`config.mk`:
```
export PLATFORM = sky130hd
export DESIGN_NAME = jb_adc_iq_capture
export DESIGN_NICKNAME = d
export VERILOG_FILES = /design/src/rtl/jb_adc_iq_capture.sv
export SDC_FILE = /design/constraint.sdc
export NUM_CORES = 1
export LEC_CHECK = 0
export CAP_MARGIN = 10
export CORE_ASPECT_RATIO = 1.5
export CORE_UTILIZATION = 42
export CTS_CLUSTER_DIAMETER = 60
export DETAILED_ROUTE_END_ITERATION = 10
export PLACE_DENSITY = 0.77
export SLEW_MARGIN = 10
export SYNTH_ARGS = -nofsm -noshare
export SYNTH_HDL_FRONTEND = slang
export SYNTH_SLANG_ARGS = --single-unit
```
`constraint.sdc`:
```
create_clock -name clk_3x -period 2.95 [get_ports clk_3x]
set_clock_uncertainty 0.05 [all_clocks]
set_input_delay 0.4425 -clock clk_3x [delete_from_list [all_inputs] [get_ports clk_3x]]
set_output_delay 0.4425 -clock clk_3x [all_outputs]
set_load 0.005 [all_outputs]
```
`src/rtl/jb_adc_iq_capture.sv`:
```
// jb_adc_iq_capture: snapshot capture of one decimated ADC IQ lane into the
// debug buffer RAM (port B), packing two 32-bit samples per 64-bit word.
//
// Optional feature macro: JB_ADC_IQ_CAP_FS_CNT_EN (full-scale sample counter).
//
// Ports:
//   clk_3x, rst_3x     capture clock, synchronous active-high reset
//   s_iq_tdata/tvalid  N_LANES lanes of {Q,I} samples with per-lane valid
//   frm_mrkr, syn_5ms  trigger markers (rising edge used)
//   cfg_*              lane select, trigger mode, length, start/abort pulses
//   mem_*              debug buffer port-B write (we, word addr, data)
//   sts_*              busy, sticky done, word count, full-scale count
module jb_adc_iq_capture #(
   parameter int N_ANTS_SEL = 2,
   parameter int N_ANTENNAS = 4,
   parameter int ADDR_WIDTH = 15,
   parameter int N_LANES    = N_ANTS_SEL * N_ANTENNAS,
   parameter int SEL_W      = $clog2(N_LANES)
) (
   input  logic                    clk_3x,
   input  logic                    rst_3x,
   input  logic [N_LANES*32-1:0]   s_iq_tdata,
   input  logic [N_LANES-1:0]      s_iq_tvalid,
   input  logic                    frm_mrkr,
   input  logic                    syn_5ms,
   input  logic [SEL_W-1:0]        cfg_ant_sel,
   input  logic [1:0]              cfg_trig_mode,
   input  logic [ADDR_WIDTH:0]     cfg_num_words,
   input  logic                    cfg_start,
   input  logic                    cfg_abort,
   output logic                    mem_we,
   output logic [ADDR_WIDTH-1:0]   mem_addr,
   output logic [63:0]             mem_wdata,
   output logic                    sts_busy,
   output logic                    sts_done,
   output logic [ADDR_WIDTH:0]     sts_words,
   output logic [15:0]             sts_fs_cnt
);

   typedef enum logic [1:0] {
      S_IDLE,
      S_WAIT,
      S_CAP,
      S_DONE
   } state_t;

   localparam logic [ADDR_WIDTH:0] MAX_LEN = {1'b1, {ADDR_WIDTH{1'b0}}};
   localparam logic [ADDR_WIDTH:0] ONE_W   = {{ADDR_WIDTH{1'b0}}, 1'b1};

   state_t r_state;
   state_t w_state_nxt;

   logic [SEL_W-1:0]    r_sel;
   logic [1:0]          r_mode;
   logic [ADDR_WIDTH:0] r_len;

   logic [31:0]         r_lane_data;
   logic                r_lane_vld;
   logic                r_frm_d;
   logic                r_syn_d;
   logic                r_frm_rise;
   logic                r_syn_rise;

   logic                r_half;
   logic [31:0]         r_pack_lo;
   logic [ADDR_WIDTH:0] r_pk_cnt;
   logic                r_wvld;
   logic [63:0]         r_wword;

   logic [31:0]         w_lanes [N_LANES];
   logic [SEL_W-1:0]    w_sel;
   logic                w_start;
   logic [ADDR_WIDTH:0] w_len_clamp;
   logic                w_imm;
   logic                w_trig;
   logic                w_take;
   logic                w_last_wr;

   always_comb begin
      for (int k = 0; k < N_LANES; k++) begin
         w_lanes[k] = s_iq_tdata[k*32 +: 32];
      end
   end

   assign w_start = cfg_start & ~cfg_abort &
                    ((r_state == S_IDLE) | (r_state == S_DONE));

   assign w_len_clamp = (cfg_num_words > MAX_LEN) ? MAX_LEN : cfg_num_words;
   assign w_imm       = (cfg_trig_mode == 2'd0) | (cfg_trig_mode == 2'd3);

   // Steer the mux to the new lane in the start cycle so the very first
   // registered sample after arming already comes from the selected lane.
   assign w_sel = w_start ? cfg_ant_sel : r_sel;

   // Trigger pulse and sample share the input register stage, so the
   // sample sitting in r_lane_data is the one from the marker edge cycle.
   assign w_trig = ((r_mode == 2'd1) & r_frm_rise) |
                   ((r_mode == 2'd2) & r_syn_rise);

   // Stop sampling once the last word is packed; writes still in flight
   // finish on their own.
   assign w_take = r_lane_vld & ~cfg_abort & (r_pk_cnt < r_len) &
                   ((r_state == S_CAP) | ((r_state == S_WAIT) & w_trig));

   assign w_last_wr = (r_state == S_CAP) & mem_we &
                      (sts_words == (r_len - ONE_W));

   assign sts_busy = (r_state == S_WAIT) | (r_state == S_CAP);

   always_ff @(posedge clk_3x) begin
      if (rst_3x) begin
         r_state <= S_IDLE;
      end else begin
         r_state <= w_state_nxt;
      end
   end

   always_comb begin
      w_state_nxt = r_state;
      if (cfg_abort) begin
         w_state_nxt = S_IDLE;
      end else begin
         case (r_state)
            S_IDLE, S_DONE: begin
               if (cfg_start) begin
                  if (w_len_clamp == '0) begin
                     w_state_nxt = S_DONE;
                  end else if (w_imm) begin
                     w_state_nxt = S_CAP;
                  end else begin
                     w_state_nxt = S_WAIT;
                  end
               end
            end
            S_WAIT: begin
               if (w_trig) begin
                  w_state_nxt = S_CAP;
               end
            end
            S_CAP: begin
               if (w_last_wr) begin
                  w_state_nxt = S_DONE;
               end
            end
            default: w_state_nxt = S_IDLE;
         endcase
      end
   end

   always_ff @(posedge clk_3x) begin
      if (rst_3x) begin
         r_sel       <= '0;
         r_mode      <= '0;
         r_len       <= '0;
         r_lane_data <= '0;
         r_lane_vld  <= 1'b0;
         r_frm_d     <= 1'b0;
         r_syn_d     <= 1'b0;
         r_frm_rise  <= 1'b0;
         r_syn_rise  <= 1'b0;
         r_half      <= 1'b0;
         r_pack_lo   <= '0;
         r_pk_cnt    <= '0;
         r_wvld      <= 1'b0;
         r_wword     <= '0;
         mem_we      <= 1'b0;
         mem_addr    <= '0;
         mem_wdata   <= '0;
         sts_done    <= 1'b0;
         sts_words   <= '0;
      end else begin
         r_frm_d     <= frm_mrkr;
         r_syn_d     <= syn_5ms;
         r_frm_rise  <= frm_mrkr & ~r_frm_d;
         r_syn_rise  <= syn_5ms & ~r_syn_d;
         r_lane_data <= w_lanes[w_sel];
         r_lane_vld  <= s_iq_tvalid[w_sel];

         r_wvld <= 1'b0;
         mem_we <= r_wvld & ~cfg_abort;
         if (r_wvld) begin
            mem_wdata <= r_wword;
         end
         if (mem_we) begin
            mem_addr  <= mem_addr + 1'b1;
            sts_words <= sts_words + ONE_W;
         end

         if (w_last_wr & ~cfg_abort) begin
            sts_done <= 1'b1;
         end

         if (w_start) begin
            r_sel     <= cfg_ant_sel;
            r_mode    <= cfg_trig_mode;
            r_len     <= w_len_clamp;
            r_half    <= 1'b0;
            r_pack_lo <= '0;
            r_pk_cnt  <= '0;
            mem_addr  <= '0;
            sts_words <= '0;
            sts_done  <= (w_len_clamp == '0);
         end else if (cfg_abort) begin
            r_half    <= 1'b0;
         end else if (w_take) begin
            if (!r_half) begin
               r_pack_lo <= r_lane_data;
               r_half    <= 1'b1;
            end else begin
               r_wword  <= {r_lane_data, r_pack_lo};
               r_wvld   <= 1'b1;
               r_half   <= 1'b0;
               r_pk_cnt <= r_pk_cnt + ONE_W;
            end
         end
      end
   end

`ifdef JB_ADC_IQ_CAP_FS_CNT_EN
   logic [15:0] r_fs_cnt;
   logic [15:0] w_i;
   logic [15:0] w_q;
   logic        w_fs;

   assign w_i  = r_lane_data[15:0];
   assign w_q  = r_lane_data[31:16];
   assign w_fs = (w_i == 16'h7FFF) | (w_i == 16'h8000) |
                 (w_q == 16'h7FFF) | (w_q == 16'h8000);

   always_ff @(posedge clk_3x) begin
      if (rst_3x) begin
         r_fs_cnt <= '0;
      end else if (w_start) begin
         r_fs_cnt <= '0;
      end else if (w_take & w_fs & (r_fs_cnt != 16'hFFFF)) begin
         r_fs_cnt <= r_fs_cnt + 16'd1;
      end
   end

   assign sts_fs_cnt = r_fs_cnt;
`else
   assign sts_fs_cnt = '0;
`endif

endmodule
```
==> results.md, run 1 <==
* DPL Wire Length at 28.8 mm
* Die H at 213 µm
* Post-Synthesis Cell Area at 0.0124 mm²
* Most common cell after layout, fill and taps aside: clkdlybuf4s50_1
* GP Congestion at 0.909
* CP bufs+invs at 2
* Clock insertion delay at the later pin of the skew report at 0.53 ns
* Worst path max stage delay at 0.51 ns
* Type of the worst min-delay path: input pin to register
* Core region area at 0.0289 mm²
* Die X-Extent at 143 µm
* Outcome: completed
* Sequential area share after synthesis at 43.6%
* Ys Warns at 0
* Clock Sinks at 271
* CTS root buf: clkbuf_16
* Max Root-Sink Buffers at 3
* Most used cell, CP: nand4_1
* GRT Util Overall at 24.2%
* Synth async-reset ratio at 0%
* Post-Route WL at 37.3 mm
* Layout cells sized above 1 at 10.8%
* Via-to-Cell Ratio at 5.24
* Lkg Pwr at 0.00724 µW
* Logic pwr share at 14.4%
* Switching Share at 22.9%
* Clk network pwr share at 40.8%
* Worst Slack Setup Final at 0.142 ns
* Rows at 76
* Netlist cell types at 59
* Worst slack, placed at 0.0510 ns
* CP max FO at 6
* Flop pwr share at 44.8%
* Final core utilization at 61.7%
* CP Capture Type: register
* Max-slew violations at 0
* Gate Count Post-Synth at 1178
* I/O Pins at 405
* Setup_tns at 0 ns
* Dpl cells at 1920
* Fin cells at 1976
* Measured slew at the worst slew-check pin at 0.553 ns
* Post-synth EDFFs at 0
* Total gr overflow at 0
* Reg clk slew, reported paths at 0.06 ns
* Seq cells post-synth at 271
* Port Buffers at 388
* Area growth from synthesis to layout at 43.4%
* Slew headroom at 62.8%
* Final Hold Fails at 0
* Final period util at 95.2%
* Avg Cell Area, Syn at 10.6 µm²
* Maximum clock rate at 356 MHz
* Max Cap Violations at 0
* Total power per unit cell area at 477 mW/mm²
* Vias in the first global route at 10600
* Top delay family on crit path: compound AO/OA/AOI/OAI gates
* Worst path cell trace: inv_1, ha_1, xnor2_1, nand4_1, a2111oi_2, buf_4, nand4_1, a21o_1, a2111oi_1
* H-tree lvl count at 1
* Final ANT Viol Nets at 0
* First-pass GRT wire length at 56.3 mm
* Worst hold margin at 0.302 ns
* Via count at 10400
* CP max stage cell: a2111oi_2
* Initial DRC Count at 513
* Final #Nets at 1871
* Starting Density at 43.1%
* Routed len/inst at 18.9 µm
* Antenna violations before repair at 7
* CP Data Required Time at 3.31 ns
* Largest net degree at the start of global routing at 101
* Critical path class: register to register
* Worst vdd ir at 0.352 mV
* Critical path arrival at 3.17 ns
* Num CTS Buffers at 26
* Fin crit period at 2.81 ns
* # DRC at 0
* Most frequent cells in the layout: clkdlybuf4s50_1, dfxtp_1, nor2_1
* Post-synth top flop: dfxtp_1
* First-pass detailed-route iteration total at 4
* Sw power at 1950 µW
* CP startpoint kind: register
* Internal power at 6560 µW
* TritonCTS clock tree: yes
* Finish-stage setup viols at 0
* Die area at 0.0303 mm²
## worst paths after layout
check | startpoint | to | slack, ns | cells past startpoint
worst min register to register | r_frm_d$_SDFF_PP0_ | r_frm_rise$_SDFF_PP0_ | 0.34 | 1
worst max register to register | r_len[0]$_SDFFE_PP0P_ | r_state[1]$_SDFFE_PP0P_ | 0.14 | 9
worst max-delay path | r_len[0]$_SDFFE_PP0P_ | r_state[1]$_SDFFE_PP0P_ | 0.14 | 9
worst min-delay path | rst_3x | mem_wdata[58]$_SDFFE_PP0P_ | 0.30 | 2
## worst reg2reg max path: stages, from the launching register on
cell and delay, ns:
dfxtp_1 0.44, inv_1 0.09, ha_1 0.30, xnor2_1 0.20, nand4_1 0.14, a2111oi_2 0.51, buf_4 0.18, nand4_1 0.15
a21o_1 0.25, a2111oi_1 0.39
## cell type report
cell class                      count  area [µm²]
Antenna cell                        7        17.5
Clock buffer                       41         800
Clock inverter                      7         103
Fill cell                        2404       11100
Inverter                           29         109
Multi-Input combinational cell    804        6560
Sequential cell                   271        5430
Tap cell                          390         488
Timing Repair Buffer              427        4350
## kinds of logic after synthesis
family | Yosys count | synth area share, %
simple gates | 348 | 12.5
fa+ha+maj | 21 | 2.11
buf+inv | 118 | 4.83
other cells | 1 | 0.0301
flops | 271 | 43.6
mux | 237 | 25.7
xor+xnor | 50 | 3.52
compound gates | 132 | 7.78
## synthesized netlist by cell type, drive strengths merged, types with 3 or more instances
master / count / area, µm²
xor2: 34 / 298
o21ai: 32 / 168
and3: 9 / 56.3
xnor2: 16 / 140
o31ai: 5 / 37.5
nor2b: 6 / 37.5
mux4: 66 / 1490
nand2b: 5 / 31.3
dfxtp: 271 / 5430
nand4: 15 / 93.8
and4: 4 / 36.3
inv: 29 / 109
nand2: 45 / 169
mux2i: 171 / 1710
nor4: 11 / 87.6
a2111oi: 4 / 61.3
or4: 5 / 37.5
o2111ai: 3 / 26.3
a21oi: 19 / 95.1
clkbuf: 43 / 181
nor2: 213 / 800
a22o: 35 / 307
o211ai: 9 / 82.6
a21o: 8 / 61.3
buf: 46 / 310
or3: 9 / 56.3
nand3: 13 / 65.1
nor3: 6 / 30.0
and2: 3 / 18.8
a31oi: 3 / 18.8
ha: 21 / 263
## per-layer routing
| metal | vias up | track usage (%) | part of all wire (%) |
|---|---|---|---|
| met5 | - | 0 | 0.027 |
| met4 | 2 | 12.4 | 5.0 |
| met3 | 86 | 4.31 | 5.7 |
| met2 | 356 | 45.6 | 53 |
| met1 | 4958 | 25.2 | 36 |
| li1 | 4951 | - | - |
## flip-flops by register name, summed over array words and instances (netlist names), 2 cells and up
register	cells
r_state	2
r_len	16
r_lane_data	32
r_sel	3
r_pk_cnt	16
r_mode	2
mem_addr	15
sts_words	16
r_wword	64
r_pack_lo	32
mem_wdata	64
## power groups by stage
| stage | clock (µW) | sequential [µW] | combinational (µW) |
|---|---|---|---|
| after CTS | 3540 | 3810 | 1230 |
| final | 3480 | 3810 | 1230 |
| after floorplan | 0 | 3860 | 638 |
| after global routing | 3690 | 3810 | 1310 |
| after detailed placement | 0 | 3890 | 1220 |
| after global placement | 0 | 3890 | 1200 |
## repair_timing
item | CTS | global route
cloned | 0 | 1
pin swaps | 0 | 0
setup buffers | 0 | 0
gates resized for setup | 1 | 5
endpoints found under the setup margin | 1 | 9
hold buffers | 0 | 0
## per-stage QoR
step	total power, µW	area [µm²]
finish	8510	17800
global route	8810	17800
CTS	8580	17800
global placement	5090	16900
floorplan	4500	12500
detailed placement	5110	16900
Note: power is estimated with default switching activity, not from simulation.
==> inputs of run 2 (changes only) <==
==> constraint.sdc (replaced) <==
create_clock -name clk_3x -period 2.4 [get_ports clk_3x]
set_clock_uncertainty 0.05 [all_clocks]
set_input_delay 0.36 -clock clk_3x [delete_from_list [all_inputs] [get_ports clk_3x]]
set_output_delay 0.36 -clock clk_3x [all_outputs]
set_load 0.005 [all_outputs]
==> run 2 against run 1 <==
  * The run now ends with setup timing left
  * Worst hold slack worse by 0.15 ns
  * Sequential share of layout area decreased by 2.4 points
  * First-iteration DRC count rose by 2.7%
  * Cell count up 5.1%
  * Worst setup slack lost 0.31 ns
  * Highest routed layer unchanged
==> results.md, run 2 (synthesis gave the netlist of run 1 again) <==
* Failing checks: setup timing
* Die area at 0.0303 mm²
* Post-Route WL at 40.9 mm
* Total Power at 11100 µW
* Clock insertion delay at the later pin of the skew report at 0.54 ns
* Max Root-Sink Buffers at 3
* CP Data Required Time at 2.82 ns
* Most common cell after layout, fill and taps aside: clkdlybuf4s50_1
* Lkg Pwr at 0.00801 µW
* Rows at 76
* Final core utilization at 67.2%
* R2r worst-path depth at 9
* Hold buffers post-CTS at 0
* Fin crit period at 2.56 ns
* GRT Util Overall at 25.9%
* Filler Cells Inserted at 2181
* Worst path cell trace: inv_2, ha_4, a21o_1, a21o_1, a21o_2, a2111oi_4, o21ai_2, or4_4, a21oi_2
* Num CTS Buffers at 26
* Vias in the first global route at 11100
* Critical path class: register to register
* Layout cells sized above 1 at 19.9%
* Worst hold stages at 2
* # DRC at 0
* Total power per unit cell area at 572 mW/mm²
* Outcome: finished, violations left
* I/O Pins at 405
* Critical path arrival at 2.99 ns
* CP max stage cell: or4_4
* Worst hold margin at 0.149 ns
* Finish-stage setup viols at 139
* Via-to-Cell Ratio at 5.26
* RSZ-0062 raised after global routing: yes
* Final #Nets at 1977
* Largest net degree at the start of global routing at 105
* Die H at 213 µm
* Initial DRC Count at 527
* Most frequent cells in the layout: clkdlybuf4s50_1, dfxtp_1, nor2_1
* Final period util at 107%
* Via count at 10900
* Worst vdd ir at 0.542 mV
* DPL Wire Length at 29.9 mm
* Maximum clock rate at 390 MHz
* Max Cap Violations at 0
* Worst Slack Setup Final at -0.164 ns
* CTS root buf: clkbuf_16
* Core region area at 0.0289 mm²
* Starting Density at 43.1%
* Antenna violations before repair at 4
* GP Congestion at 0.929
* Clock Sinks at 271
* CP max FO at 6
* Final ANT Viol Nets at 0
* Die X-Extent at 143 µm
* H-tree lvl count at 1
* CP startpoint kind: register
* First-pass GRT wire length at 60.3 mm
* Area growth from synthesis to layout at 56.0%
* First-pass detailed-route iteration total at 5
* Type of the worst min-delay path: input pin to register
* Max-slew violations at 0
* Largest registers: mem_wdata x64, r_wword x64
* Setup_tns at -10.73 ns
* Routed len/inst at 19.7 µm
* Most used cell, CP: a21o_1
* Measured slew at the worst slew-check pin at 0.651 ns
* Reg clk slew, reported paths at 0.07 ns
* TritonCTS clock tree: yes
* Slew headroom at 56.2%
* Worst slack, placed at -0.500 ns
* Worst path max stage delay at 0.57 ns
* CP Capture Type: register
* Final Hold Fails at 0
* Total gr overflow at 0
* Port Buffers at 388
==> run 2: cell types whose count changed in the layout (fill, tap and decap cells not counted), moves of 8 or more <==
cell / change
buf_4: +66
buf_6: +17
dfxtp_1: -13
dfxtp_2: +11
buf_16: +8
buf_8: +8
inv_1: -8
==> run 2: where the power goes <==
group          leakage, µW  switching [µW]  internal [µW]
Sequential         0.00220            82.0           4600
Combinational      0.00533             661           1120
Clock             0.000471            1840           2810
==> run 2: timing repair <==
action | CTS | global route
cloned | 6 | 8
setup buffers | 13 | 6
endpoints found under the setup margin | 132 | 149
pin swaps | 26 | 53
gates resized for setup | 47 | 49
==> run 2: critical path: cells and delay by family, from the launching register on <==
kind,cells,cell delay [ns]
AO/OA/AOI/OAI,6,1.29
adder cells (fa/ha/maj),1,0.20
buffers and inverters,1,0.05
flip-flops,1,0.34
AND/OR/NAND/NOR,1,0.57
==> run 2: path summary, 6_finish.rpt <==
kind / slack, ns / end / from
worst min-delay path: 0.15 / r_len[15]$_SDFFE_PP0P_ / rst_3x
worst min register to register: 0.33 / r_syn_rise$_SDFF_PP0_ / r_syn_d$_SDFF_PP0_
worst max-delay path: -0.16 / r_pk_cnt[5]$_SDFFE_PP0P_ / r_len[9]$_SDFFE_PP0P_
worst max register to register: -0.16 / r_pk_cnt[5]$_SDFFE_PP0P_ / r_len[9]$_SDFFE_PP0P_
==> run 2: layer usage <==
metal	vias up	track usage, %	share of wire, %
li1	5162	-	-
met1	5280	27.0	35
met2	392	50.0	55
met3	85	4.84	5.7
met4	4	10.5	3.8
met5	-	0	0.066
==> run 2: area by class of cell <==
cell class / instances / area [µm²] / share of cell area [%]
timing repair buffer: 533 / 5540 / 28.5
clock inverter: 17 / 259 / 1.33
clock buffer: 31 / 721 / 3.71
multi-input combinational: 804 / 6840 / 35.2
tap: 390 / 488 / 2.51
antenna: 2 / 5.00 / 0.0258
inverter: 29 / 111 / 0.573
sequential: 271 / 5450 / 28.1
==> run 2: through the flow <==
stage / instances / cell area, µm²
final: 2077 / 19400
after global routing: 2076 / 19400
after CTS: 2061 / 19000
after detailed placement: 1995 / 17500
after global placement: 1995 / 17500
after floorplan: 1193 / 12700
